### src/rtl/sd_pkg.sv
// rtl/sd_pkg.sv - shared SD SPI-mode constants, state encoding and frame builder
package sd_pkg;

  localparam int         SD_FRAME_W    = 48;
  localparam logic [7:0] SD_IDLE_BYTE  = 8'hFF;
  localparam logic [1:0] SD_START_BITS = 2'b01;

  localparam logic [1:0] ST_IDLE  = 2'd0;
  localparam logic [1:0] ST_SHIFT = 2'd1;
  localparam logic [1:0] ST_POLL  = 2'd2;
  localparam logic [1:0] ST_DONE  = 2'd3;

  typedef logic [SD_FRAME_W-1:0] sd_frame_t;

  function automatic sd_frame_t sd_build_frame(input logic [5:0]  index,
                                               input logic [31:0] arg,
                                               input logic [6:0]  crc);
    return {SD_START_BITS, index, arg, crc, 1'b1};
  endfunction

endpackage

### src/rtl/sd_spi_shifter.sv
// rtl/sd_spi_shifter.sv - clock-divided SPI mode 0 bit engine, MSB first, up to 48 bits
module sd_spi_shifter
  import sd_pkg::*;
#(
  parameter int CLK_DIV = 4
) (
  input  logic                  clk,
  input  logic                  rst_n,
  input  logic                  load,
  input  logic [5:0]            width,
  input  logic [SD_FRAME_W-1:0] tx,
  input  logic                  miso,
  output logic                  sclk,
  output logic                  mosi,
  output logic                  busy,
  output logic                  done,
  output logic [7:0]            rx
);

  localparam logic [15:0] DIV_LAST = 16'(CLK_DIV - 1);

  logic [15:0]           div_cnt;
  logic [5:0]            bits_left;
  logic [SD_FRAME_W-1:0] sh;
  logic                  half_end;

  assign half_end = busy && (div_cnt == DIV_LAST);
  // done marks the final clock of the last bit, so a load on that edge chains without a gap
  assign done     = half_end && sclk && (bits_left == 6'd0);
  assign mosi     = busy ? sh[SD_FRAME_W-1] : 1'b1;

  always_ff @(posedge clk or negedge rst_n) begin
    if (!rst_n) begin
      busy      <= 1'b0;
      sclk      <= 1'b0;
      div_cnt   <= '0;
      bits_left <= '0;
      sh        <= '1;
      rx        <= SD_IDLE_BYTE;
    end else if (load) begin
      busy      <= 1'b1;
      sclk      <= 1'b0;
      div_cnt   <= '0;
      bits_left <= width - 6'd1;
      sh        <= tx;
    end else if (half_end) begin
      div_cnt <= '0;
      if (!sclk) begin
        sclk <= 1'b1;
        rx   <= {rx[6:0], miso};
      end else begin
        sclk <= 1'b0;
        if (bits_left == 6'd0) begin
          busy <= 1'b0;
        end else begin
          bits_left <= bits_left - 6'd1;
          sh        <= {sh[SD_FRAME_W-2:0], 1'b1};
        end
      end
    end else if (busy) begin
      div_cnt <= div_cnt + 16'd1;
    end
  end

endmodule

### src/rtl/sd_cmd_sender.sv
// rtl/sd_cmd_sender.sv - sends one SD SPI-mode command frame and polls for the R1 byte
module sd_cmd_sender
  import sd_pkg::*;
#(
  parameter int CLK_DIV      = 4,
  parameter int RESP_TIMEOUT = 8
) (
  input  logic        clk,
  input  logic        rst_n,
  input  logic        start,
  output logic        finish,
  input  logic [5:0]  cmd_index,
  input  logic [31:0] cmd_arg,
  input  logic [6:0]  cmd_crc,
  output logic [7:0]  resp,
  output logic        timeout,
  output logic        sclk,
  output logic        mosi,
  input  logic        miso,
  output logic        cs_n
);

  localparam logic [7:0] POLL_LAST = 8'(RESP_TIMEOUT - 1);

  logic [1:0]            state;
  logic [7:0]            poll_cnt;
  logic                  load;
  logic                  busy;
  logic                  done;
  logic                  accept;
  logic                  poll_again;
  logic [5:0]            width;
  logic [SD_FRAME_W-1:0] tx;
  logic [7:0]            rx;

  assign accept     = (state == ST_IDLE) && start;
  assign poll_again = rx[7] && (poll_cnt != POLL_LAST);
  assign cs_n       = !((state == ST_SHIFT) || (state == ST_POLL));

  always_comb begin
    load  = accept || (done && ((state == ST_SHIFT) || ((state == ST_POLL) && poll_again)));
    width = accept ? 6'(SD_FRAME_W) : 6'd8;
    tx    = accept ? sd_build_frame(cmd_index, cmd_arg, cmd_crc)
                   : {SD_IDLE_BYTE, {(SD_FRAME_W-8){1'b1}}};
  end

  sd_spi_shifter #(.CLK_DIV(CLK_DIV)) u_shifter (
    .clk   (clk),
    .rst_n (rst_n),
    .load  (load),
    .width (width),
    .tx    (tx),
    .miso  (miso),
    .sclk  (sclk),
    .mosi  (mosi),
    .busy  (busy),
    .done  (done),
    .rx    (rx)
  );

  always_ff @(posedge clk or negedge rst_n) begin
    if (!rst_n) begin
      state    <= ST_IDLE;
      finish   <= 1'b0;
      timeout  <= 1'b0;
      resp     <= SD_IDLE_BYTE;
      poll_cnt <= '0;
    end else begin
      case (state)
        ST_IDLE: begin
          if (start) begin
            finish  <= 1'b0;
            timeout <= 1'b0;
            state   <= ST_SHIFT;
          end
        end
        ST_SHIFT: begin
          if (done) begin
            poll_cnt <= '0;
            state    <= ST_POLL;
          end
        end
        ST_POLL: begin
          // the shifter goes idle only after a byte that ends the poll
          if (done && poll_again) begin
            poll_cnt <= poll_cnt + 8'd1;
          end else if (!busy) begin
            state  <= ST_DONE;
            finish <= 1'b1;
            if (rx[7]) begin
              resp    <= SD_IDLE_BYTE;
              timeout <= 1'b1;
            end else begin
              resp <= rx;
            end
          end
        end
        ST_DONE: begin
          if (!start) state <= ST_IDLE;
        end
        default: state <= ST_IDLE;
      endcase
    end
  end

endmodule

### config.mk
export PLATFORM = sky130hd
export DESIGN_NAME = sd_cmd_sender
export DESIGN_NICKNAME = d
export VERILOG_FILES = /design/src/rtl/sd_pkg.sv /design/src/rtl/sd_spi_shifter.sv /design/src/rtl/sd_cmd_sender.sv
export SDC_FILE = /design/constraint.sdc
export NUM_CORES = 1
export LEC_CHECK = 0
export ABC_AREA = 1
export CAP_MARGIN = 5
export CORE_MARGIN = 3
export CORE_UTILIZATION = 44
export DETAILED_ROUTE_END_ITERATION = 12
export PLACE_DENSITY_LB_ADDON = 0.12
export SLEW_MARGIN = 20
export SYNTH_ARGS = -nofsm -noshare
export SYNTH_HDL_FRONTEND = slang
export SYNTH_SLANG_ARGS = --single-unit
export TNS_END_PERCENT = 50
### constraint.sdc
create_clock -name clk -period 5.8 [get_ports clk]
set_clock_uncertainty 0.05 [all_clocks]
set_input_delay 0.87 -clock clk [delete_from_list [all_inputs] [get_ports clk]]
set_output_delay 0.87 -clock clk [all_outputs]
set_load 0.01 [all_outputs]
### Word-level counts from Yosys, hierarchy flattened

Cells that the tools add are included.

* memories: 0
* output and inout port bits: 13
* bits in latches: 0
* input bits: 49
* bits in writable memories: 0
* ROM bits: 0
* bits in registers: 100

* shift operators: 0
* order comparisons: 0
* muxes and demuxes: 39
* equal/unequal tests: 13
* $mul: 0
* bitwise gates (word level): 4
* reduce and logical (&&, ||, !) cells: 28
* div/mod/pow operators: 0
* add/sub/neg operators: 4

Operators with widths (count)
* two-way mux 48 bit: 5
* two-way mux 16 bit: 3
* two-way mux 6 bit: 5
* two-way mux 8 bit: 3
* adder 16 x 1 -> 16 bit (second input constant): 1
* == test 16 x 2 -> 1 bit (second input constant): 1
* case mux 8 bit (2 select lines): 1
* AND reduction 3 bit: 5
* two-way mux 1 bit: 14
* != test 2 bit (second input constant): 6
* subtractor 6 x 1 -> 6 bit (second input constant): 2
* two-way mux 2 bit: 5
* AND reduction 5 bit: 2
* nonzero test 2 bit: 5
* adder 8 x 1 -> 8 bit (second input constant): 1
* logical AND 1 bit: 8
* != test 8 x 3 -> 1 bit (second input constant): 1
* case mux 2 bit (4 select lines): 1
* zero test 6 bit: 1
* == test 2 bit (second input constant): 2
* != test 2 x 1 -> 1 bit (second input constant): 2
* NOT 1 bit: 4
* case mux 1 bit (2 select lines): 2
* AND reduction 4 bit: 1
* 5 further kinds: 7

### Logic depth before layout (Yosys ltp)

Gate-level depths: netlist of the first run.

* depth in word-level cells: 8
* gate-level depth with buffers: 13

### Hierarchy

From an unflattened synthesis of the first run, not the netlist that was laid out.

* cell total of the unflattened synthesis: 821
* area total of the unflattened synthesis: 5903.2 µm²

Modules (own cells, without submodules)
* sd_spi_shifter: cells an instance 630, area each 4426.7 µm², times used 1
* sd_cmd_sender: cells an instance 191, area each 1476.4 µm², times used 1

### Worst setup path before layout of the first run

OpenSTA, ideal clock, no wires.

* path type: input to register
* start point: input start
* end point: register u_shifter.bits_left[1]
* stages on the path: 9
* library setup time: 121 ps
* slack: 3600 ps
* arrival time: 2029 ps
* cell sequence: nand2_1 inv_2 nor2_1 o31ai_4 inv_4 buf_12 buf_6 nand2_1 o21ai_2

* cells in the longest elaborated chain, start to end: 4
* elaborated cells on any way between the ends: 7

Ends and longest elaborated chain
* start, declared: line sd_cmd_sender.sv:10 `input logic start,`
* logical AND 1 bit (*): line sd_cmd_sender.sv:36 `assign accept = (state == ST_IDLE) && start;`
* logical OR 1 bit (*): line sd_cmd_sender.sv:41 `load = accept || (done && ((state == ST_SHIFT) || ((state == ST_POLL) && poll_again)));`
* != test 2 bit (no line) / nonzero test 2 bit (equally long branches)
* AND reduction 3 bit (no line)
* end signal, assigned: line sd_spi_shifter.sv:44 `bits_left <= width - 6'd1;`
* end signal, assigned: line sd_spi_shifter.sv:56 `bits_left <= bits_left - 6'd1;`
* end, declared: line sd_spi_shifter.sv:23 `logic [5:0] bits_left;`

Every way passes the cells marked *; elsewhere a longest branch is shown, timed or not.
A chain may end at the register's enable or synchronous reset.

### Worst setup path in the final report of the first run

* start point: input start
* end point: register u_shifter.sh[18]

* cells in the longest elaborated chain, start to end: 4
* elaborated cells on any way between the ends: 8

Ends and longest elaborated chain
* logical AND 1 bit (*): line sd_cmd_sender.sv:36
* logical OR 1 bit: line sd_cmd_sender.sv:41
* != test 2 bit (no line) / nonzero test 2 bit (equally long branches)
* AND reduction 3 bit (no line)
* end signal, assigned: line sd_spi_shifter.sv:45 `sh <= tx;`
* end signal, assigned: line sd_spi_shifter.sv:57 `sh <= {sh[SD_FRAME_W-2:0], 1'b1};`
* end, declared: line sd_spi_shifter.sv:24 `logic [SD_FRAME_W-1:0] sh;`

Marked as above.

==> run summary, run 1 <==
Via density -> 5.21
Leading cell type in the layout, fill and taps excluded -> nand2_1
Setup ws final -> 2.26 ns
Vias in the first global route -> 3994
GPL Wtd Cong -> 0.901
Worst-Skew Late Latency -> 0.35 ns
P&R area growth vs syn -> 17.9%
Most frequent cells in the layout -> nand2_1, dfstp_2, clkdlybuf4s50_1
Starting Density -> 45.8%
Setup crit end -> u_shifter.sh[18]$_DFFE_PN1P_
RR Endpoint -> u_shifter.sh[18]$_DFFE_PN1P_
R2R Setup Slk -> 2.52 ns
Static Leak -> 0.00250 uW
DP Worst Slack -> 1.92 ns
CP Buf/Inv Count -> 3
Root Driver -> clkbuf_16
Max transition margin -> 32.9%
Final-layout fill cell count -> 1007
First-pass GRT wire length -> 18.7 mm
Power Total -> 2950 uW
Unrepaired setup endpoints after global routing -> false
Drt drc -> 0
Req. time, crit path -> 6.02 ns
VDD IR-drop max -> 0.284 mV
Largest net degree at the start of global routing -> 95
CP max stage delay -> 0.76 ns
Top post-synthesis cells by area -> dfstp_2, dfrtp_1, nand2_1
Placed Cells -> 756
Hold Path Class -> register to register
H-tree depth -> 3
Hold-fix buffers at CTS -> 0
Critical Path Source -> start
Layout cells sized above 1 -> 18.7%
Util after Layout -> 54.0%
ANT cells -> 0
Syn_nets -> 635
Rows -> 38
Share of the synthesized area in the top cell type -> 32.9%
Maxcap violations -> 0
Nets -> 684
Die area -> 0.0127 mm2
EDFF count, synth -> 0
Total CTS buffers -> 9
Detail Route Antenna Nets -> 0
Slew @ Worst Pin -> 1.00 ns
Post-DP HPWL -> 7.23 mm
Pins Over Slew Limit -> 0
Yosys reg bits -> 99
Input/output buffers -> 61
CTS sink cnt -> 99
Count of different cell masters after synthesis -> 40
Cell taking the most area after synthesis -> dfstp_2
Core ar. -> 0.0110 mm2
Delay-heaviest family, CP -> buffers and inverters
Initial DRC Count -> 279
Synth Flop Type -> dfstp_2
CTS tree -> yes
Critical Path AT -> 3.77 ns
Setup Fix Bufs, Post-CTS -> 0
Final setup vio count -> 0
Post-route insts no fill -> 772
Post-Route WL -> 10.7 mm
Syn Area/Cell -> 8.70 um2
Initial antenna violation count -> 0
Final TNS setup -> 0 ns
Ys Warns -> 0
Pwr Density -> 498 mW/mm2
Tcrit/Tclk final -> 61.1%
Worst Setup Start Kind -> input pin
GR Overflow Total -> 0
Pre-Repair DR Iteration Count -> 4
Max frequency -> 282 MHz
Register area share after synthesis -> 50.8%
Cell Area, Synth -> 0.00503 mm2
WL/cell -> 13.8 um
Status -> completed
Post-route minimum period -> 3.54 ns
Die H -> 113 um
Num ports -> 62
Critical-path top delay cell -> nand2_2
Clk pin slew, worst setup/hold paths -> 0.07 ns
Cts repair resizes -> 0
Crit Path Category -> input pin to register
Detailed-route via count -> 4023
Stages on worst setup path -> 8
Hold Fails Final Rpt -> 0
Crit. End Element -> register
Gate Count Post-Synth -> 578
Async SR Flop Fraction -> 100%
Die W -> 113 um
Worst-path fanout max -> 94
GRT Total Usage -> 17.8%
FF-to-FF path depth -> 9
Worst r2r src -> state[0]$_DFFE_PN0P_
Max clock buf depth -> 2
Crit path cell chain -> clkdlybuf4s50_1, nand2_2, inv_2, a21oi_4, o31ai_4, inv_4, nand2_1, o21ai_2
-- report_power, final --
group / total [uW] / internal, uW / leakage, uW / switching (uW)
logic: 1160 / 451 / 0.00123 / 712
registers: 1230 / 1070 / 0.00114 / 160
clock network: 564 / 305 / 0.000138 / 260
total: 2950 / 1820 / 0.00250 / 1130
-- final cells by class --
class                      instances  area [um2]  share of cell area [%]
sequential                        99        2560                    43.1
multi-input combinational        400        2090                    35.3
timing repair buffer              63         623                    10.5
clock buffer                      11         243                    4.09
inverter                          54         205                    3.46
tap                              140         175                    2.95
clock inverter                     5        35.0                   0.591
-- worst min-delay path by stage --
stage	depth (start not counted)	endpoint	startpoint	slack, ns
global route	2	u_shifter.sh[36]$_DFFE_PN1P_	u_shifter.sh[36]$_DFFE_PN1P_	0.44
CTS	2	u_shifter.sh[46]$_DFFE_PN1P_	u_shifter.sh[46]$_DFFE_PN1P_	0.42
detailed placement	2	u_shifter.sh[46]$_DFFE_PN1P_	u_shifter.sh[46]$_DFFE_PN1P_	0.41
global placement	2	u_shifter.sh[46]$_DFFE_PN1P_	u_shifter.sh[46]$_DFFE_PN1P_	0.40
floorplan	2	u_shifter.sh[46]$_DFFE_PN1P_	u_shifter.sh[46]$_DFFE_PN1P_	0.39
finish	2	u_shifter.sh[46]$_DFFE_PN1P_	u_shifter.sh[46]$_DFFE_PN1P_	0.41
-- Yosys cell counts, types with 9 or more instances --
library cell,number
o21ai_2,22
o21ai_0,39
nor2_1,46
inv_1,49
nand4_1,14
dfstp_2,63
nand3_1,24
clkbuf_1,9
dfrtp_1,36
a21oi_1,19
nand2_1,140
o22ai_1,44
o21ai_1,10
-- stage by stage --
stage	hold slack, ns	area (um2)
4_1_cts	0.417	5930
5_1_grt	0.444	5930
3_5_place_dp	0.408	5650
6_report	0.414	5930
2_1_floorplan	0.392	5030
3_3_place_gp	0.402	5650
-- metal layers --
metal  vias to the layer above  share of wire [%]  global-route usage [%]
met2                        70                 46                    28.2
met3                         7                4.2                    5.13
li1                       2041                  -                       -
met5                         -                  0                       0
met4                         0               0.82                    4.89
met1                      1905                 49                    24.0
-- cells by family (layout without fill, tap and decap cells) --
family / count (synthesis) / count (layout) / share of synthesized area (%)
xor gates and xnor gates: 11 / 11 / 1.92
buffers and inverters: 79 / 133 / 7.64
AOI/OAI and AO/OA: 142 / 142 / 17.7
adders and majority gates: 8 / 8 / 1.99
and+or+nand+nor: 239 / 239 / 19.9
DFF: 99 / 99 / 50.8
-- flip-flops by register name (all words and copies together), names as in the netlist --
register / cells
resp: 8
u_shifter.rx: 8
state: 2
u_shifter.sclk: 1
u_shifter.div_cnt: 16
timeout: 1
u_shifter.bits_left: 6
u_shifter.sh: 47
u_shifter.busy: 1
poll_cnt: 8
finish: 1
-- worst reg2reg max path, delay by kind of cell (launching register included) --
family | cells | cell delay (ns)
AOI/OAI and AO/OA | 3 | 0.58
DFF | 1 | 0.41
buffers and inverters | 3 | 0.99
adders and majority gates | 1 | 0.23
and+or+nand+nor | 2 | 0.94
Note: power is estimated with default switching activity, not from simulation.
==> run 2, diff against run 1 <==
==> constraint.sdc (replaced) <==
create_clock -name clk -period 2.98 [get_ports clk]
set_clock_uncertainty 0.05 [all_clocks]
set_input_delay 0.447 -clock clk [delete_from_list [all_inputs] [get_ports clk]]
set_output_delay 0.447 -clock clk [all_outputs]
set_load 0.01 [all_outputs]
==> run 2 against run 1 <==
Non-clock buffer count grew 8. Worst hold slack lost 0.29 ns. Sequential power rose by 93%. Critical path type is now register to register. Critical endpoint is now u_shifter.sh[42]$_DFFE_PN1P_. Largest cell class unchanged. Highest routed layer unchanged.
==> run summary, run 2 (same netlist as run 1, synthesis figures left out) <==
Tcrit/Tclk final -> 87.1%
CTS tree -> yes
Die H -> 113 um (unchanged)
Unrepaired setup endpoints after global routing -> false
Die W -> 113 um (unchanged)
Post-route minimum period -> 2.59 ns
Most flops, register -> u_shifter.sh
WL/cell -> 14.1 um (+2.4%)
Status -> completed
Setup ws final -> 0.386 ns (-1.87 ns)
Post-DP HPWL -> 7.32 mm (+1.3%)
Worst Setup Start Kind -> register
Pwr Density -> 980 mW/mm2 (+97%)
Final-layout fill cell count -> 1021 (+1.4%)
Slew @ Worst Pin -> 0.935 ns (-0.0679 ns)
Req. time, crit path -> 3.20 ns (-2.82 ns)
Cts repair resizes -> 0 (unchanged)
Final setup vio count -> 0 (unchanged)
Hold Fails Final Rpt -> 0 (unchanged)
H-tree depth -> 3 (unchanged)
Combinational Power Share -> 39.8% (+0.4 points)
Die area -> 0.0127 mm2 (unchanged)
DP Worst Slack -> 0.413 ns (-1.51 ns)
Final TNS setup -> 0 ns (unchanged)
Crit. End Element -> register
Hold Path Class -> input pin to async pin
First-pass GRT wire length -> 19.1 mm (+2.3%)
ANT cells -> 0 (unchanged)
Most frequent cells in the layout -> nand2_1, dfstp_2, clkdlybuf4s50_1
Starting Density -> 45.8% (unchanged)
Drt drc -> 0 (unchanged)
Clock power frac -> 20.2% (+1.1 points)
Top flop regs -> u_shifter.sh: 47 flops, u_shifter.div_cnt: 16 flops
Input/output buffers -> 61 (unchanged)
Rows -> 38 (unchanged)
Worst-path fanout max -> 94 (unchanged)
Nets -> 692 (+1.2%)
Detailed-route via count -> 4053 (+0.75%)
CTS sink cnt -> 99 (unchanged)
Max clock buf depth -> 2 (unchanged)
Clk pin slew, worst setup/hold paths -> 0.07 ns (about the same)
Pins Over Slew Limit -> 0 (unchanged)
Post-Route WL -> 11.0 mm (+3.5%)
Static Leak -> 0.00256 uW (+2.6%)
GRT Total Usage -> 18.3% (+0.52 points)
Power Total -> 5910 uW (+100%)
Root Driver -> clkbuf_16
Max reg flops -> 47 (unchanged)
Via density -> 5.20 (-0.29%)
Util after Layout -> 54.9% (+0.93 points)
Initial antenna violation count -> 0 (unchanged)
Maxcap violations -> 0 (unchanged)
Critical Path AT -> 2.82 ns (-0.95 ns)
Leading cell type in the layout, fill and taps excluded -> nand2_1
P&R area growth vs syn -> 19.9%
VDD IR-drop max -> 0.582 mV (+110%)
Switching Share -> 37.6% (-0.71 points)
Worst hold slack -> 0.129 ns (-0.285 ns)
Crit Path Category -> register to register
Max transition margin -> 37.6% (+4.8 points)
Max frequency -> 385 MHz
Num ports -> 62 (unchanged)
Sw power -> 2220 uW (+96%)
Hold-fix buffers at CTS -> 0 (unchanged)
GPL Wtd Cong -> 0.871 (-3.3%)
Total CTS buffers -> 9 (unchanged)
Sequential power share -> 40.1% (-1.4 points)
Layout cells sized above 1 -> 19.8% (+1.2 points)
P_int -> 3690 uW (+100%)
Setup Fix Bufs, Post-CTS -> 0 (unchanged)
Worst-Skew Late Latency -> 0.35 ns (about the same)
Core ar. -> 0.0110 mm2 (unchanged)
Initial DRC Count -> 336 (+20%)
Vias in the first global route -> 3982 (-0.30%)
Largest net degree at the start of global routing -> 95 (unchanged)
Pre-Repair DR Iteration Count -> 4 (unchanged)
GR Overflow Total -> 0 (unchanged)
Detail Route Antenna Nets -> 0 (unchanged)
[run 2: worst paths after layout]
path,from,to,slack (ns),depth (start not counted)
worst min register to register,u_shifter.sh[46]$_DFFE_PN1P_,u_shifter.sh[46]$_DFFE_PN1P_,0.42,2
worst max register to register,u_shifter.div_cnt[0]$_DFFE_PN0P_,u_shifter.sh[42]$_DFFE_PN1P_,0.39,10
min in group clk,u_shifter.sh[46]$_DFFE_PN1P_,u_shifter.sh[46]$_DFFE_PN1P_,0.42,2
worst min-delay path,rst_n,u_shifter.div_cnt[6]$_DFFE_PN0P_,0.13,1
worst max-delay path,u_shifter.div_cnt[0]$_DFFE_PN0P_,u_shifter.sh[42]$_DFFE_PN1P_,0.39,10
max in group asynchronous,rst_n,resp[3]$_DFFE_PN1P_,2.01,2
[run 2: cell type report]
cell class / count / area, um2 / area share, %
well taps: 140 / 175 / 2.90
clock inverters: 3 / 16.3 / 0.270
inverters: 54 / 205 / 3.40
multi-input cells: 400 / 2090 / 34.7
clock buffers: 13 / 292 / 4.83
flip-flops and latches: 99 / 2560 / 42.4
repair buffers: 71 / 696 / 11.5
[run 2: critical path, stage by stage (launching register included)]
cell,delay [ns]
dfrtp_1,0.42
ha_1,0.27
nand2_1,0.11
nor2_1,0.07
nand3_1,0.15
nor2_2,0.08
a21oi_4,0.26
o31ai_4,0.14
inv_4,0.68
nand2_1,0.15
o21ai_2,0.10
[run 2: metal layers]
metal / GRT usage (%) / wire, um / vias up
met5: 0 / 0 / -
met4: 4.65 / 102 / 0
met3: 6.04 / 511 / 7
met2: 28.8 / 5130 / 70
met1: 24.5 / 5270 / 1928
li1: - / - / 2048
[run 2: per-stage QoR]
step	cells	area (um2)
6_report	780	6030
5_1_grt	780	6030
4_1_cts	780	6030
3_5_place_dp	764	5720
3_3_place_gp	764	5720
2_1_floorplan	578	5030
[run 2: power by group through the flow]
stage,sequential (uW),clock [uW],combinational [uW]
after floorplan,2330,0,1840
after global placement,2380,0,2310
after detailed placement,2390,0,2360
after CTS,2370,1240,2370
after global routing,2440,1280,2690
final,2370,1190,2350
